### src/rtl/maze_walker_pkg.sv
// maze_walker_pkg: shared types and constants for the maze wall follower.
package maze_walker_pkg;
    localparam int MAZE_DIM = 64;
    localparam int COORD_W = 6;
    typedef enum logic [1:0] {N = 2'd0, E = 2'd1, S = 2'd2, W = 2'd3} dir_t;
    typedef enum logic [2:0] {IDLE, MARK, PROBE, DECIDE, MOVED, FAIL, DONE} state_t;
    // Row/col deltas indexed by dir_t
    localparam logic signed [1:0] ROW_OFF [4] = '{-2'sd1, 2'sd0, 2'sd1, 2'sd0};
    localparam logic signed [1:0] COL_OFF [4] = '{2'sd0, 2'sd1, 2'sd0, -2'sd1};
endpackage

### src/rtl/maze_walker_nbr.sv
// maze_walker_nbr: candidate neighbour for probe k (0 right, 1 forward, 2 left, 3 back).
module maze_walker_nbr
    import maze_walker_pkg::*;
(
    input  logic [COORD_W-1:0] cur_row,
    input  logic [COORD_W-1:0] cur_col,
    input  dir_t               heading,
    input  logic [1:0]         k,
    output logic [COORD_W-1:0] cand_row,
    output logic [COORD_W-1:0] cand_col,
    output dir_t               d,
    output logic               out_of_range
);
    logic signed [COORD_W+1:0] r, c;
    always_comb begin
        d = dir_t'(heading + 2'd1 - k);
        r = $signed({2'b00, cur_row}) + ROW_OFF[d];
        c = $signed({2'b00, cur_col}) + COL_OFF[d];
        out_of_range = r < 0 || c < 0 || r >= MAZE_DIM || c >= MAZE_DIM;
        cand_row = r[COORD_W-1:0];
        cand_col = c[COORD_W-1:0];
    end
endmodule

### src/rtl/maze_walker.sv
// maze_walker: right-hand wall follower driving a 64x64 cell memory.
// Defining MAZE_WALKER_TIMEOUT_EN adds the MAX_STEPS parameter and ends looping walks at that count.
module maze_walker
    import maze_walker_pkg::*;
#(
    parameter logic [1:0] INIT_DIR = 2'd1,
    parameter int         STEP_W   = 16
`ifdef MAZE_WALKER_TIMEOUT_EN
    ,
    parameter logic [STEP_W-1:0] MAX_STEPS = 16'd8192
`endif
) (
    input  logic               clk,
    input  logic               rst_n,
    input  logic               start,
    input  logic [COORD_W-1:0] starting_row,
    input  logic [COORD_W-1:0] starting_col,
    input  logic               maze_in,
    output logic [COORD_W-1:0] row,
    output logic [COORD_W-1:0] col,
    output logic               maze_oe,
    output logic               maze_we,
    output logic               busy,
    output logic               done,
    output logic               success,
    output logic [STEP_W-1:0]  steps
);
    state_t state, nxt_state;
    dir_t heading, nxt_heading, d, cand_dir;
    logic [1:0] k, nxt_k;
    logic [COORD_W-1:0] cur_row, cur_col, nxt_cur_row, nxt_cur_col, st_row, st_col, cand_row, cand_col;
    logic oor, at_exit, timeout, probe_hit, mark_nxt;

    assign at_exit = (cur_row == '0 || &cur_row || cur_col == '0 || &cur_col) &&
                     {cur_row, cur_col} != {st_row, st_col};
`ifdef MAZE_WALKER_TIMEOUT_EN
    assign timeout = steps == MAX_STEPS;
`else
    assign timeout = 1'b0;
`endif

    always_comb begin
        nxt_state = state;
        nxt_heading = heading;
        nxt_k = k;
        nxt_cur_row = cur_row;
        nxt_cur_col = cur_col;
        case (state)
            IDLE, DONE: if (start) begin
                nxt_state = MARK;
                nxt_heading = dir_t'(INIT_DIR);
                nxt_cur_row = starting_row;
                nxt_cur_col = starting_col;
            end
            MARK: begin
                nxt_state = PROBE;
                nxt_k = '0;
            end
            // A PROBE cycle without a read means the candidate was off the grid
            PROBE: begin
                nxt_state = maze_oe ? DECIDE : (&k ? FAIL : PROBE);
                nxt_k = maze_oe ? k : k + 2'd1;
            end
            DECIDE: if (!maze_in) begin
                nxt_state = MOVED;
                nxt_cur_row = row;
                nxt_cur_col = col;
                nxt_heading = cand_dir;
            end else begin
                nxt_state = &k ? FAIL : PROBE;
                nxt_k = k + 2'd1;
            end
            MOVED: begin
                nxt_state = (at_exit || timeout) ? DONE : PROBE;
                nxt_k = '0;
            end
            FAIL: nxt_state = DONE;
            default: ;
        endcase
    end

    // Strobes are registered, so the neighbour is evaluated for the upcoming state
    maze_walker_nbr u_nbr (
        .cur_row(nxt_cur_row), .cur_col(nxt_cur_col), .heading(nxt_heading), .k(nxt_k),
        .cand_row(cand_row), .cand_col(cand_col), .d(d), .out_of_range(oor)
    );

    assign probe_hit = nxt_state == PROBE && !oor;
    assign mark_nxt = nxt_state == MARK || nxt_state == MOVED;

    always_ff @(posedge clk or negedge rst_n) begin
        if (!rst_n) begin
            state <= IDLE;
            heading <= dir_t'(INIT_DIR);
            cand_dir <= N;
            k <= '0;
            cur_row <= '0;
            cur_col <= '0;
            st_row <= '0;
            st_col <= '0;
            row <= '0;
            col <= '0;
            maze_oe <= 1'b0;
            maze_we <= 1'b0;
            busy <= 1'b0;
            done <= 1'b0;
            success <= 1'b0;
            steps <= '0;
        end else begin
            state <= nxt_state;
            heading <= nxt_heading;
            k <= nxt_k;
            cur_row <= nxt_cur_row;
            cur_col <= nxt_cur_col;
            maze_oe <= probe_hit;
            maze_we <= mark_nxt;
            row <= probe_hit ? cand_row : mark_nxt ? nxt_cur_row : row;
            col <= probe_hit ? cand_col : mark_nxt ? nxt_cur_col : col;
            if (probe_hit) cand_dir <= d;
            if ((state == IDLE || state == DONE) && start) begin
                st_row <= starting_row;
                st_col <= starting_col;
                busy <= 1'b1;
                done <= 1'b0;
                success <= 1'b0;
                steps <= '0;
            end
            if (state == DECIDE && !maze_in && !(&steps)) steps <= steps + 1'b1;
            if (nxt_state == DONE && state != DONE) begin
                busy <= 1'b0;
                done <= 1'b1;
                success <= state == MOVED && at_exit;
            end
        end
    end
endmodule

### config.mk
export PLATFORM = sky130hd
export DESIGN_NAME = maze_walker
export DESIGN_NICKNAME = d
export VERILOG_FILES = /design/src/rtl/maze_walker_pkg.sv /design/src/rtl/maze_walker_nbr.sv /design/src/rtl/maze_walker.sv
export SDC_FILE = /design/constraint.sdc
export NUM_CORES = 1
export LEC_CHECK = 0
export ABC_AREA = 1
export BUFFER_PORTS_ARGS = -buffer_cell sky130_fd_sc_hd__clkbuf_2
export CORE_UTILIZATION = 57
export DETAILED_ROUTE_END_ITERATION = 16
export PLACE_DENSITY = 0.78
export SETUP_SLACK_MARGIN = 0.3
export SLEW_MARGIN = 20
export SYNTH_ARGS = -nofsm -noshare
export SYNTH_HDL_FRONTEND = slang
export SYNTH_SLANG_ARGS = --single-unit
### constraint.sdc
create_clock -name clk -period 5.5 [get_ports clk]
set_input_delay 0.275 -clock clk [delete_from_list [all_inputs] [get_ports clk]]
set_output_delay 0.275 -clock clk [all_outputs]
set_load 0.02 [all_outputs]
# After elaboration in Yosys (flattened, before gate mapping)

Cells that the tools add are included.

Output and inout bits: 33
Register bits after elaboration: 66
Bits of input ports: 16
Logic and storage cells: 105

Reductions and logical operators: 30
Mux-type cells: 35
Equal/unequal tests: 12
Bitwise logic cells: 1
$add $sub $neg: 6
$lt $le $gt $ge: 5

Operator list:

| operator                                                                     | number |
|---|---|
| 6-bit two-way mux                                                            | 8 |
| 16-bit two-way mux                                                           | 2 |
| 6-bit one-hot mux with 2 select lines                                        | 2 |
| 3-bit one-hot mux with 6 select lines                                        | 1 |
| 16-bit by 1-bit adder with 16-bit output, second input constant              | 1 |
| 7-bit by 2-bit adder with 8-bit output                                       | 2 |
| 8-bit >= comparator, second input constant                                   | 2 |
| 8-bit by 1-bit less-than comparator with 1-bit output, second input constant | 2 |
| 2-bit two-way mux                                                            | 8 |
| 16-bit AND reduction                                                         | 1 |
| 3-bit equality test, second input constant                                   | 5 |
| 3-bit two-way mux                                                            | 5 |
| 6-bit zero test                                                              | 2 |
| 12-bit inequality test                                                       | 1 |
| 6-bit AND reduction                                                          | 2 |
| 3-bit by 2-bit equality test with 1-bit output, second input constant        | 3 |
| 2-bit binary-select mux with 2-bit select                                    | 2 |
| 1-bit logical OR                                                             | 8 |
| 1-bit logical AND                                                            | 7 |
| 3-bit by 1-bit equality test with 1-bit output, second input constant        | 2 |
| 2-bit one-hot mux with 3 select lines                                        | 1 |
| 2-bit nonzero test                                                           | 3 |
| 1-bit two-way mux                                                            | 5 |
| 2-bit by 1-bit adder with 2-bit output, second input constant                | 2 |
| other kinds (9)                                                              | 12 |

# Depth between registers and ports, before layout

Gate-level depths: netlist (run 1).

Depth after elaboration: 17
Depth in mapped cells: 30
Mapped depth without buffers: 27

# By module

From an unflattened synthesis (run 1), not the netlist that was laid out.

Cells, all modules: 592
Area, all modules: 4206.5 µm²

By module, submodules not included:

| module          | cells each | sequential area each (µm²) | times used | area an instance (µm²) |
|---|---|---|---|---|
| maze_walker     | 464        | 1652.8                     | 1          | 3537.1 |
| maze_walker_nbr | 128        | 0.0                        | 1          | 669.4 |

# Worst setup path after synthesis (run 1)

No wires, ideal clock.

Path kind: flip-flop to flip-flop
From: register state[1]
To: register col[5]
Path buffers: 4
Cell stages (with the launch flop): 29
Setup time: 0.117 ns
Data required time: 5.383 ns
Clock period less this slack: 3.932 ns
Slack: 1.568 ns
Arrival: 3.815 ns
Path through: dfrtp_1 -> buf_2 -> inv_1 -> nand2_1 -> nand2_1 -> nand2_2 -> clkbuf_1 -> buf_1 -> nand3_1 -> ha_1 -> nand3_1 -> nand2_1 -> nand2_1 -> nand3_2 -> inv_1 -> ha_1 -> a21oi_1 -> nand2_1 -> nand2_1 -> nand2_1 -> a21oi_1 -> nor2_1 -> nor2_1 -> nand2_1 -> nand2_1 -> buf_2 -> nand4_1 -> nand2_1 -> nand2_1

Cells in the longest elaborated chain, start to end: 17
Elaborated cells between the ends (all ways): 42
Those cells by class: 4 x add/sub; 4 x order compare; 9 x eq/ne; 14 x mux; 1 x bitwise; 10 x reduce/logical

Ends and longest elaborated chain:

| item                                                           | line                                         | RTL |
|---|---|---|
| start: declaration                                             | maze_walker.sv:28                            | `state_t state, nxt_state;` |
| start signal: assignment                                       | maze_walker.sv:110                           | `state <= nxt_state;` |
| 3-bit equality test / 3-bit zero test (equally long branches)  | maze_walker.sv:48                            | `case (state)` |
| 2-bit OR reduction                                             | maze_walker.sv:48                            |  |
| 2-bit one-hot mux with 2 select lines *                        | maze_walker.sv:48                            |  |
| net nxt_heading[0]                                             | maze_walker.sv:29                            | `dir_t heading, nxt_heading, d, cand_dir;` |
| 2-bit by 1-bit adder with 2-bit output *                       | maze_walker_nbr.sv:16                        | `d = dir_t'(heading + 2'd1 - k);` |
| 2-bit subtractor *                                             | maze_walker_nbr.sv:16                        |  |
| 2-bit NOT with 3-bit output (not written as such) *            | maze_walker_nbr.sv:17, maze_walker_nbr.sv:18 |  |
| 2-bit binary-select mux with 2-bit select (on tied branches)   | maze_walker_nbr.sv:17, maze_walker_nbr.sv:18 |  |
| 2-bit two-way mux (on tied branches) (2 in a row)              | maze_walker_nbr.sv:17, maze_walker_nbr.sv:18 |  |
| 7-bit by 2-bit adder with 8-bit output (on tied branches)      | maze_walker_nbr.sv:17, maze_walker_nbr.sv:18 |  |
| 8-bit by 1-bit less-than comparator with 1-bit output          | maze_walker_nbr.sv:19                        | `out_of_range = r < 0 \|\| c < 0 \|\| r >= MAZE_DIM \|\| c >= MAZE_DIM;` |
| 1-bit logical OR (3 in a row)                                  | maze_walker_nbr.sv:19                        |  |
| 1-bit zero test                                                | maze_walker.sv:88                            | `assign probe_hit = nxt_state == PROBE && !oor;` |
| 1-bit logical AND                                              | maze_walker.sv:88                            |  |
| 6-bit two-way mux / 2-bit nonzero test (equally long branches) | n/a                                          |  |
| end signal: assignment                                         | maze_walker.sv:118                           | `col <= probe_hit ? cand_col : mark_nxt ? nxt_cur_col : col;` |
| end: declaration                                               | maze_walker.sv:20                            | `output logic [COORD_W-1:0] col,` |

The timed path passes the listed nets; every way through them passes the cells marked *. The select of a mux whose other input is x is not followed.
A chain may end at the register's enable or synchronous reset.

# Worst setup path after layout (run 1)

From: register state[2]
To: register row[5]

Cells in the longest elaborated chain, start to end: 17
Elaborated cells between the ends (all ways): 42
Those cells by class: 4 x add/sub; 4 x order compare; 9 x eq/ne; 14 x mux; 1 x bitwise; 10 x reduce/logical

Ends and longest elaborated chain:

| item                                                           | line                                         | RTL |
|---|---|---|
| 3-bit equality test / 3-bit zero test (equally long branches)  | maze_walker.sv:48                            |  |
| 2-bit OR reduction                                             | maze_walker.sv:48                            |  |
| 2-bit one-hot mux with 2 select lines                          | maze_walker.sv:48                            |  |
| 2-bit by 1-bit adder with 2-bit output                         | maze_walker_nbr.sv:16                        |  |
| 2-bit subtractor                                               | maze_walker_nbr.sv:16                        |  |
| 2-bit NOT with 3-bit output (not written as such)              | maze_walker_nbr.sv:17, maze_walker_nbr.sv:18 |  |
| 2-bit binary-select mux with 2-bit select (on tied branches)   | maze_walker_nbr.sv:17, maze_walker_nbr.sv:18 |  |
| 2-bit two-way mux (on tied branches) (2 in a row)              | maze_walker_nbr.sv:17, maze_walker_nbr.sv:18 |  |
| 7-bit by 2-bit adder with 8-bit output (on tied branches)      | maze_walker_nbr.sv:17, maze_walker_nbr.sv:18 |  |
| 8-bit by 1-bit less-than comparator with 1-bit output          | maze_walker_nbr.sv:19                        |  |
| 1-bit logical OR (3 in a row)                                  | maze_walker_nbr.sv:19                        |  |
| 1-bit zero test                                                | maze_walker.sv:88                            |  |
| 1-bit logical AND                                              | maze_walker.sv:88                            |  |
| 6-bit two-way mux / 2-bit nonzero test (equally long branches) | n/a                                          |  |
| end signal: assignment                                         | maze_walker.sv:117                           | `row <= probe_hit ? cand_row : mark_nxt ? nxt_cur_row : row;` |
| end: declaration                                               | maze_walker.sv:19                            | `output logic [COORD_W-1:0] row,` |

Several ways; a longest one is shown, not always the timed one. The select of a mux whose other input is x is not followed.

==> results of run 1 <==
==> flip-flops by register name, indices dropped and copies added, names as in the netlist, 2 cells and up <==
signal / count
st_row: 6
steps: 16
cur_col: 6
st_col: 6
cand_dir: 2
cur_row: 6
row: 6
k: 2
heading: 2
state: 3
col: 6
==> layout by cell type (no fill, tap or decap), drive strengths merged, types with 2 or more instances in the layout <==
master / n
o21ai: 38
fa: 2
inv: 88
nand3: 51
xnor2: 6
nor2: 32
nor3: 5
bufinv: 2
clkinv: 3
o211ai: 3
xor2: 10
nand2: 168
nand4: 31
buf: 2
dfrtp: 65
ha: 17
clkbuf: 56
a21oi: 21
o31ai: 5
o22ai: 2
==> layer usage <==
| layer | vias up | wire (um) | track usage |
|---|---|---|---|
| met5 | - | 0 | 0 |
| met4 | 0 | 160 | 0.0954 |
| met3 | 15 | 478 | 0.0294 |
| met2 | 119 | 4790 | 0.477 |
| met1 | 1846 | 4520 | 0.388 |
| li1 | 1925 | - | - |
==> power by group through the flow <==
stage | clock network [mW] | logic (mW) | registers [mW]
CTS | 0.467 | 0.0482 | 0.496
global route | 0.491 | 0.0548 | 0.497
detailed placement | 0 | 0.0480 | 0.506
floorplan | 0 | 0.0222 | 0.506
finish | 0.465 | 0.0476 | 0.497
global placement | 0 | 0.0469 | 0.506
==> worst paths after layout <==
check / startpoint / endpoint / slack, ps / depth (start not counted)
min: rst_n / state[0] / 90 / 2
max: state[2] / row[5] / 820 / 25
min in group clk: starting_col[0] / st_col[0] / 170 / 3
min reg2reg: done / done / 490 / 2
max in group asynchronous: rst_n / col[3] / 4840 / 2
max reg2reg: state[2] / row[5] / 820 / 25
==> layout make-up <==
class                           instances  area (um2)
Sequential cell                        66        1650
Multi-Input combinational cell        397        2110
Tap cell                               96         120
Inverter                               87         330
Timing Repair Buffer                   49         248
Clock buffer                            9         124
Clock inverter                          7         100
Fill cell                             610        2220
==> stage by stage <==
step / hold slack [ps] / setup WS (ps) / cell area (um2) / cells / utilization
after floorplan: -20.6 / 1570 / 4160 / 564 / -
after global placement: 467 / 950 / 4450 / 695 / 0.645
after detailed placement: 482 / 780 / 4450 / 695 / 0.645
after CTS: 148 / 754 / 4680 / 711 / 0.677
after global routing: 170 / 432 / 4680 / 711 / 0.678
final: 86.7 / 823 / 4680 / 711 / 0.678
==> kinds of logic (layout without fill, tap and decap cells) <==
logic type | after synthesis | after routing | share of synthesized area
AND/OR/NAND/NOR | 289 | 289 | 0.314
AO/OA/AOI/OAI | 73 | 73 | 0.0981
flip-flops | 66 | 66 | 0.397
XOR/XNOR | 16 | 16 | 0.0337
adder cells (fa/ha/maj) | 19 | 19 | 0.0608
buffers and inverters | 101 | 152 | 0.0960
==> what timing repair did <==
item | in CTS | in global routing
gates resized for setup | 0 | 1
hold buffers | 0 | 0
endpoints found under the setup margin | 0 | 11
setup buffers | 0 | 0
==> worst max-delay path, stage by stage, from the launching register on <==
cell and delay, ps:
dfrtp_1 460, inv_2 140, nand3_4 130, nor2_4 350, inv_2 200, o211ai_1 140
o22ai_1 140, ha_1 220, nand3_1 130, nand2_1 80, nand2_1 110, nand3_2 120
inv_1 210, ha_1 330, a21oi_1 210, nand2_1 100, nand2_1 100, nand2_1 50
a21oi_1 180, nor2_1 60, nor2_1 100, nand2_1 60, nand2_1 330, nand3_4 350
nand3_1 180, nand2_1 70
==> flow_metrics.tcl, run 1 <==
set metrics [dict create \
    status "completed" \
    drc 0 \
    gp_congestion 0.847 \
    synthesis.area_um2 4160 \
    h-tree-depth 3 \
    start_kind "register" \
    critPathMaxFanout 28 \
    synth_warnings 0 \
    area_growth_pct 12.6 \
    die_w_um 87.4 \
    period_minus_slack_ps 4680 \
    drtIter0Drc 243 \
    diodes 0 \
    port_buffers 48 \
    cts.sinks 66 \
    worst_pin_slew_ps 830 \
    rows 30 \
    cts_tree "built" \
    setup_violations 0 \
    timing.fmax_mhz 214 \
    clock-skew-final_ps 14.0 \
    core-area_um2 6910 \
    clock_path_buffers 2 \
    p_total_mw 1.01 \
    slew_headroom 0.447 \
    final_layout_size_suffix_gt1_frac 0.141 \
    firstDrtPassIters 5 \
    hold_path_class "input port to async pin" \
    die-area_um2 7640 \
    final_nets 645 \
    wl_um 9950 \
    cts_buffers 9 \
    final_max_slew_viol_count 0 \
    syn_nets 599 \
    rsz0062_at_grt "no" \
    ir_drop_uv 101 \
    switchingPower_mw 0.244 \
    io-pin-count 49 \
    clock-root-buffer "clkbuf_8" \
    fin_tns_setup_ps 0 \
    timing_hold_violations_final 0 \
    overflow 0 \
    synth_edf_count 0 \
    worstSkewPairLatency_ps 340 \
    start_util 0.602 \
    p_per_area_nw_per_um2 215 \
    synth_area_per_cell_um2 7.37 \
    cp-end-kind "register" \
    synth-main-ff-cell "dfrtp_1" \
    pwr-share-seq 0.492 \
    antenna_found_initial 0 \
    num_vias 3905 \
    path_clk_slew_ps 80 \
    grt_pass1_vias 3647 \
    grt_usage 0.285 \
    die_h_um 87.4 \
    grt_pass1_wl_um 16900 \
    synth_commonest_cells "nand2_1 (162), inv_1 (82), dfrtp_1 (65)" \
    ys_async_sr_fraction 1.00 \
    postSynthCellCount 564 \
    synthTopCellsByArea "dfrtp_1 (39%), nand2_1 (15%), inv_1 (7.4%)" \
    ys_types 36 \
    p_int_mw 0.765 \
    synth-seq-area-share 0.397 \
    ys_ff_latch 66 \
    crit_type "register to register" \
    dp_hpwl_um 7470 \
    cap_violations 0 \
    clock_power_share 0.460 \
    pwr-share-comb 0.047 \
    worstPathRequired_ps 5730 \
    ant_nets 0 \
    leakagePower_nw 2.50 \
    grt_max_degree 67 \
    synth_top_cell_area_share 0.391 \
    wire_per_inst_um 14.0 \
    period_share 0.850 \
    synth_most_common_cell "nand2_1" \
    yosysTopAreaCell "dfrtp_1" \
    swShare 0.242 \
    cp.arrival_ps 4910 \
    drt-vias-per-instance 5.49 \
]
(Power assumes the default switching activity.)
==> run 2, diff against run 1 <==
--- a/config.mk
+++ b/config.mk
@@ -10,6 +10,7 @@
 export CORE_UTILIZATION = 57
 export DETAILED_ROUTE_END_ITERATION = 16
 export PLACE_DENSITY = 0.78
+export RECOVER_POWER = 100
 export SETUP_SLACK_MARGIN = 0.3
 export SLEW_MARGIN = 20
 export SYNTH_ARGS = -nofsm -noshare
==> run 2 against run 1 <==
  * The run now ends with max-capacitance violations, max-slew violations left
  * Non-clock buffer count did not move
  * Setup slack worse by 170 ps
  * Global-route usage stayed put
  * Sequential share of layout area rose by 0.42 points
  * First-iteration DRC count down 6.2%
  * Via count decreased by 0.54%
  * Sequential power about the same
  * Sequential cell count is the same
  * Clock skew about the same
  * Register-to-register slack worse by 170 ps
  * Critical path type unchanged
  * Critical endpoint is now row[2]
  * Largest power group unchanged
==> flow_metrics.tcl, run 2 (synthesis gave the netlist of run 1 again) <==
set metrics [dict create \
    status "finished with violations" \
    violations "max-capacitance violations, max-slew violations" \
    timing_hold_violations_final 0 \
    core-area_um2 6910 \
    crit_type "register to register" \
    cts_buffers 9 \
    dp_hpwl_um 7470 \
    place_ws_ps 780 \
    layout_common_cells "nand2_1 (162), inv_1 (85), dfrtp_1 (65), nand3_1 (47), o21ai_0 (38)" \
    wl_um 9940 \
    cp.arrival_ps 5080 \
    final_nets 645 \
    hold_path_class "input port to register" \
    area_growth_pct 11.3 \
    start_kind "register" \
    worstPathRequired_ps 5730 \
    timing.fmax_mhz 206 \
    wire_per_inst_um 14.0 \
    drtIter0Drc 228 \
    postCtsSetupRepairBufs 0 \
    drt-vias-per-instance 5.46 \
    grt_usage 0.285 \
    period_minus_slack_ps 4850 \
    rsz0062_at_grt "no" \
    clock_path_buffers 2 \
    path_clk_slew_ps 80 \
    p_per_area_nw_per_um2 218 \
    die_h_um 87.4 \
    firstDrtPassIters 5 \
    drc 0 \
    grt_pass1_wl_um 16900 \
    overflow 0 \
    ant_nets 0 \
    rows 30 \
    h-tree-depth 3 \
    critPathMaxFanout 28 \
    slew_headroom -1.35 \
    worstSkewPairLatency_ps 340 \
    cts_tree "built" \
    period_share 0.881 \
    rr_startpoint "state[2]" \
    largest_reg_flops 16 \
    timing.rr.end "row[2]" \
    port_buffers 48 \
    cap_violations 1 \
    die_w_um 87.4 \
    rrSetupSlack_ps 650 \
    ir_drop_uv 101 \
    grt_pass1_vias 3647 \
    worst_pin_slew_ps 3530 \
    final_layout_size_suffix_gt1_frac 0.0764 \
    cts-resized-gates 0 \
    clock-root-buffer "clkbuf_8" \
    gp_congestion 0.847 \
    worst_slack_ps 652 \
    clock-skew-final_ps 14.0 \
    crit_end "row[2]" \
    fin_tns_setup_ps 0 \
    layout_commonest_cell "nand2_1" \
    setup_violations 0 \
    cts.sinks 66 \
    leakagePower_nw 2.39 \
    grt_max_degree 67 \
    cp-end-kind "register" \
    antenna_found_initial 0 \
    reg2regPathDepth 25 \
    top_register "steps" \
    num_vias 3884 \
    startpoint "state[2]" \
    hold_buffers 0 \
    final_max_slew_viol_count 67 \
    start_util 0.602 \
    fillers 629 \
    diodes 0 \
    io-pin-count 49 \
    die-area_um2 7640 \
]
-- run 2: cell types whose count changed in the layout (fill, tap and decap cells not counted) --
cell      previous run  this run
clkbuf_2            47        14
nand3_2              3         2
inv_1               82        85
o21ai_1              1         0
nand3_1             46        47
clkbuf_1             0        34
nor2_1              29        31
buf_4                1         0
inv_2                4         1
o21ai_0             37        38
nor2_2               2         0
-- run 2: how the worst min path moves through the flow --
stage / startpoint / to / slack, ps / depth (start not counted)
2_1_floorplan: rst_n / busy / -20 / 0
3_3_place_gp: done / done / 470 / 2
3_5_place_dp: done / done / 480 / 2
4_1_cts: rst_n / steps[9] / 150 / 2
5_1_grt: starting_row[1] / st_row[1] / 170 / 3
6_report: starting_row[0] / st_row[0] / 160 / 3
-- run 2: critical path, cell delays in order, from the launching register on --
cell and delay (ps):
dfrtp_1 450, inv_1 200, nand3_4 160, nor2_4 340
inv_1 290, o211ai_1 180, o22ai_1 140, ha_1 220
nand3_1 130, nand2_1 80, nand2_1 100, nand3_2 120
inv_1 210, ha_1 330, a21oi_1 210, nand2_1 100
nand2_1 100, nand2_1 50, a21oi_1 190, nor2_1 60
nor2_1 100, nand2_1 60, nand2_1 330, nand3_4 350
nand3_1 160, nand2_1 70
-- run 2: cell type report --
type                            instances  area, um2  area share
Clock buffer                            9        124      0.0268
Clock inverter                          7        100      0.0216
Inverter                               87        330      0.0714
Multi-Input combinational cell        397       2100       0.453
Sequential cell                        66       1650       0.357
Tap cell                               96        120      0.0260
Timing Repair Buffer                   49        203      0.0438
-- run 2: metrics by stage --
step,hold WS [ps],instance area (um2),instances,total power [mW],utilization
3_5_place_dp,482,4450,695,0.554,0.645
5_1_grt,170,4630,711,1.04,0.670
6_report,162,4630,711,1.01,0.670
3_3_place_gp,467,4450,695,0.552,0.645
4_1_cts,148,4680,711,1.01,0.677
2_1_floorplan,-20.6,4160,564,0.528,-
-- run 2: layer usage --
metal | up-vias | wire, um | global-route usage
li1 | 1924 | - | -
met1 | 1821 | 4510 | 0.388
met2 | 121 | 4790 | 0.477
met3 | 18 | 460 | 0.0294
met4 | 0 | 180 | 0.0954
met5 | - | 0 | 0
-- run 2: report_power, final --
| part | total [mW] | switching, mW | internal (mW) |
|---|---|---|---|
| combinational | 0.0469 | 0.0320 | 0.0149 |
| sequential | 0.497 | 0.00658 | 0.490 |
| clock | 0.466 | 0.207 | 0.259 |
| total | 1.01 | 0.246 | 0.764 |
==> run 3, diff against run 2 <==
--- a/config.mk
+++ b/config.mk
@@ -7,12 +7,13 @@
 export LEC_CHECK = 0
 export ABC_AREA = 1
 export BUFFER_PORTS_ARGS = -buffer_cell sky130_fd_sc_hd__clkbuf_2
-export CORE_UTILIZATION = 57
+export CORE_UTILIZATION = 59
 export DETAILED_ROUTE_END_ITERATION = 16
-export PLACE_DENSITY = 0.78
+export PLACE_DENSITY = 0.81
 export RECOVER_POWER = 100
 export SETUP_SLACK_MARGIN = 0.3
 export SLEW_MARGIN = 20
 export SYNTH_ARGS = -nofsm -noshare
 export SYNTH_HDL_FRONTEND = slang
 export SYNTH_SLANG_ARGS = --single-unit
+export TNS_END_PERCENT = 1
==> run 3 against run 2 <==
  * The run still ends with max-capacitance violations, max-slew violations left
  * Sequential cell count is the same
  * Hold slack got worse by 23 ps
  * Combinational power about the same
  * Cell count is the same
  * Largest power group unchanged
==> flow_metrics.tcl, run 3 (synthesis gave the netlist of run 1 again) <==
set metrics [dict create \
    status "finished with violations" \
    violations "max-capacitance violations, max-slew violations" \
    die_w_um 86.0 \
    gp_congestion 0.905 \
    timing.fmax_mhz 203 \
    swShare 0.239 \
    crit_type "register to register" \
    grt_usage 0.279 \
    slew_headroom -1.31 \
    final_nets 645 \
    timing_hold_violations_final 0 \
    rsz0062_at_grt "no" \
    leakagePower_nw 2.37 \
    pwr-share-seq 0.531 \
    setup_violations 0 \
    drt-vias-per-instance 5.48 \
    worstPathRequired_ps 5730 \
    largest_reg_flops 16 \
    top_register "steps" \
    die-area_um2 7390 \
    num_vias 3893 \
    layout_common_cells "nand2_1 (162), inv_1 (85), dfrtp_1 (65), nand3_1 (47), o21ai_0 (38)" \
    final_max_slew_viol_count 67 \
    start_kind "register" \
    postCtsSetupRepairBufs 0 \
    crit_chain "inv_1 -> nand3_4 -> nor2_4 -> inv_1 -> nand2_1 -> clkinv_1 -> a21oi_1 -> inv_1 -> ha_1 -> nand2_1 -> o21a_1 -> o21ai_0 -> nand2_1 -> inv_1 -> nand4_1 -> nand2_1 -> nand3_4 -> nand3_1 -> nand2_1" \
    critPathMostFrequentCell "nand2_1" \
    area_growth_pct 10.2 \
    grt_max_degree 67 \
    fin_tns_setup_ps 0 \
    period_minus_slack_ps 4930 \
    hold_path_class "input port to register" \
    wl_um 9630 \
    clock_power_share 0.419 \
    cts_tree "built" \
    worst_pin_slew_ps 3460 \
    ir_drop_uv 99.9 \
    cp-end-kind "register" \
    rrSetupSlack_ps 570 \
    cts.sinks 66 \
    postLayoutCoreUtil 0.675 \
    switchingPower_mw 0.223 \
    p_int_mw 0.711 \
    p_per_area_nw_per_um2 204 \
    grt_pass1_wl_um 16200 \
    drtIter0Drc 197 \
    critPathTopFamily "simple AND/OR/NAND/NOR gates" \
    clock_path_buffers 2 \
    cp.arrival_ps 5160 \
    clock-skew-final_ps 12.8 \
    cts-resized-gates 0 \
    overflow 0 \
    post_dp_cell_area_um2 4450 \
    cap_violations 1 \
    crit_end "col[5]" \
    start_util 0.612 \
    antenna_found_initial 0 \
    worstSkewPairLatency_ps 350 \
    hold_buffers 0 \
    cts_buffers 9 \
    grt_pass1_vias 3532 \
    layout_commonest_cell "nand2_1" \
    wire_per_inst_um 13.5 \
    startpoint "state[2]" \
    drc 0 \
    reg2regPathDepth 19 \
    die_h_um 86.0 \
    pwr-share-comb 0.050 \
    dp_hpwl_um 7090 \
    clock-root-buffer "clkbuf_8" \
    rr_startpoint "state[2]" \
    ant_nets 0 \
    cpPeakStageDelay_ps 500 \
    stdcell_area_um2 4580 \
    firstDrtPassIters 5 \
    period_share 0.897 \
    timing.rr.end "col[5]" \
    critPathMaxFanout 28 \
    critPathBufInv 5 \
    port_buffers 48 \
    path_depth 19 \
    io-pin-count 49 \
    final_layout_size_suffix_gt1_frac 0.0732 \
    diodes 0 \
    crit_path_top_delay_cell "clkinv_1" \
    path_clk_slew_ps 80 \
    rows 30 \
    h-tree-depth 3 \
    core-area_um2 6790 \
]
[run 3: changes by cell type in the layout (fill, tap and decap cells not counted)]
cell / change
bufinv_16: -1
clkbuf_1: +1
clkinv_1: +1
clkinv_2: +3
clkinv_4: -2
inv_6: -2
[run 3: power groups by stage]
stage	Sequential [mW]	Combinational [mW]	Clock (mW)
2_1_floorplan	0.506	0.0222	0
3_3_place_gp	0.505	0.0466	0
3_5_place_dp	0.505	0.0477	0
4_1_cts	0.496	0.0482	0.394
5_1_grt	0.497	0.0536	0.417
6_report	0.497	0.0468	0.391
[run 3: cell type report]
type / count / area [um2]
Clock buffer: 10 / 128
Clock inverter: 6 / 57.6
Fill cell: 580 / 2210
Inverter: 87 / 327
Multi-Input combinational cell: 397 / 2100
Sequential cell: 66 / 1650
Tap cell: 96 / 120
Timing Repair Buffer: 49 / 203
[run 3: through the flow]
stage / std cells / hold WS (ps) / worst slack [ps] / total power [mW]
3_5_place_dp: 695 / 480 / 821 / 0.553
6_report: 711 / 140 / 569 / 0.935
5_1_grt: 711 / 155 / 200 / 0.968
4_1_cts: 711 / 132 / 796 / 0.939
3_3_place_gp: 695 / 481 / 944 / 0.552
2_1_floorplan: 564 / -20.6 / 1570 / 0.528
[run 3: tightest hold or removal path: stages]
cell      delay [ps]
clkbuf_2          70
nand2_1           60
nand2_1           50
[run 3: worst min path at each step]
stage / from / to / cells after the start / slack (ps)
global placement: done / done / 2 / 480
floorplan: rst_n / busy / 0 / -20
global route: starting_col[3] / st_col[3] / 3 / 150
detailed placement: done / done / 2 / 480
finish: starting_col[3] / st_col[3] / 3 / 140
CTS: starting_col[3] / st_col[3] / 3 / 130
[run 3: routing by layer]
layer  GRT usage  wire length, um  up-vias
li1            -                -     1932
met1       0.379             4440     1821
met2       0.447             4520      122
met3      0.0423              483       18
met4       0.115              183        0
met5           0                0        -
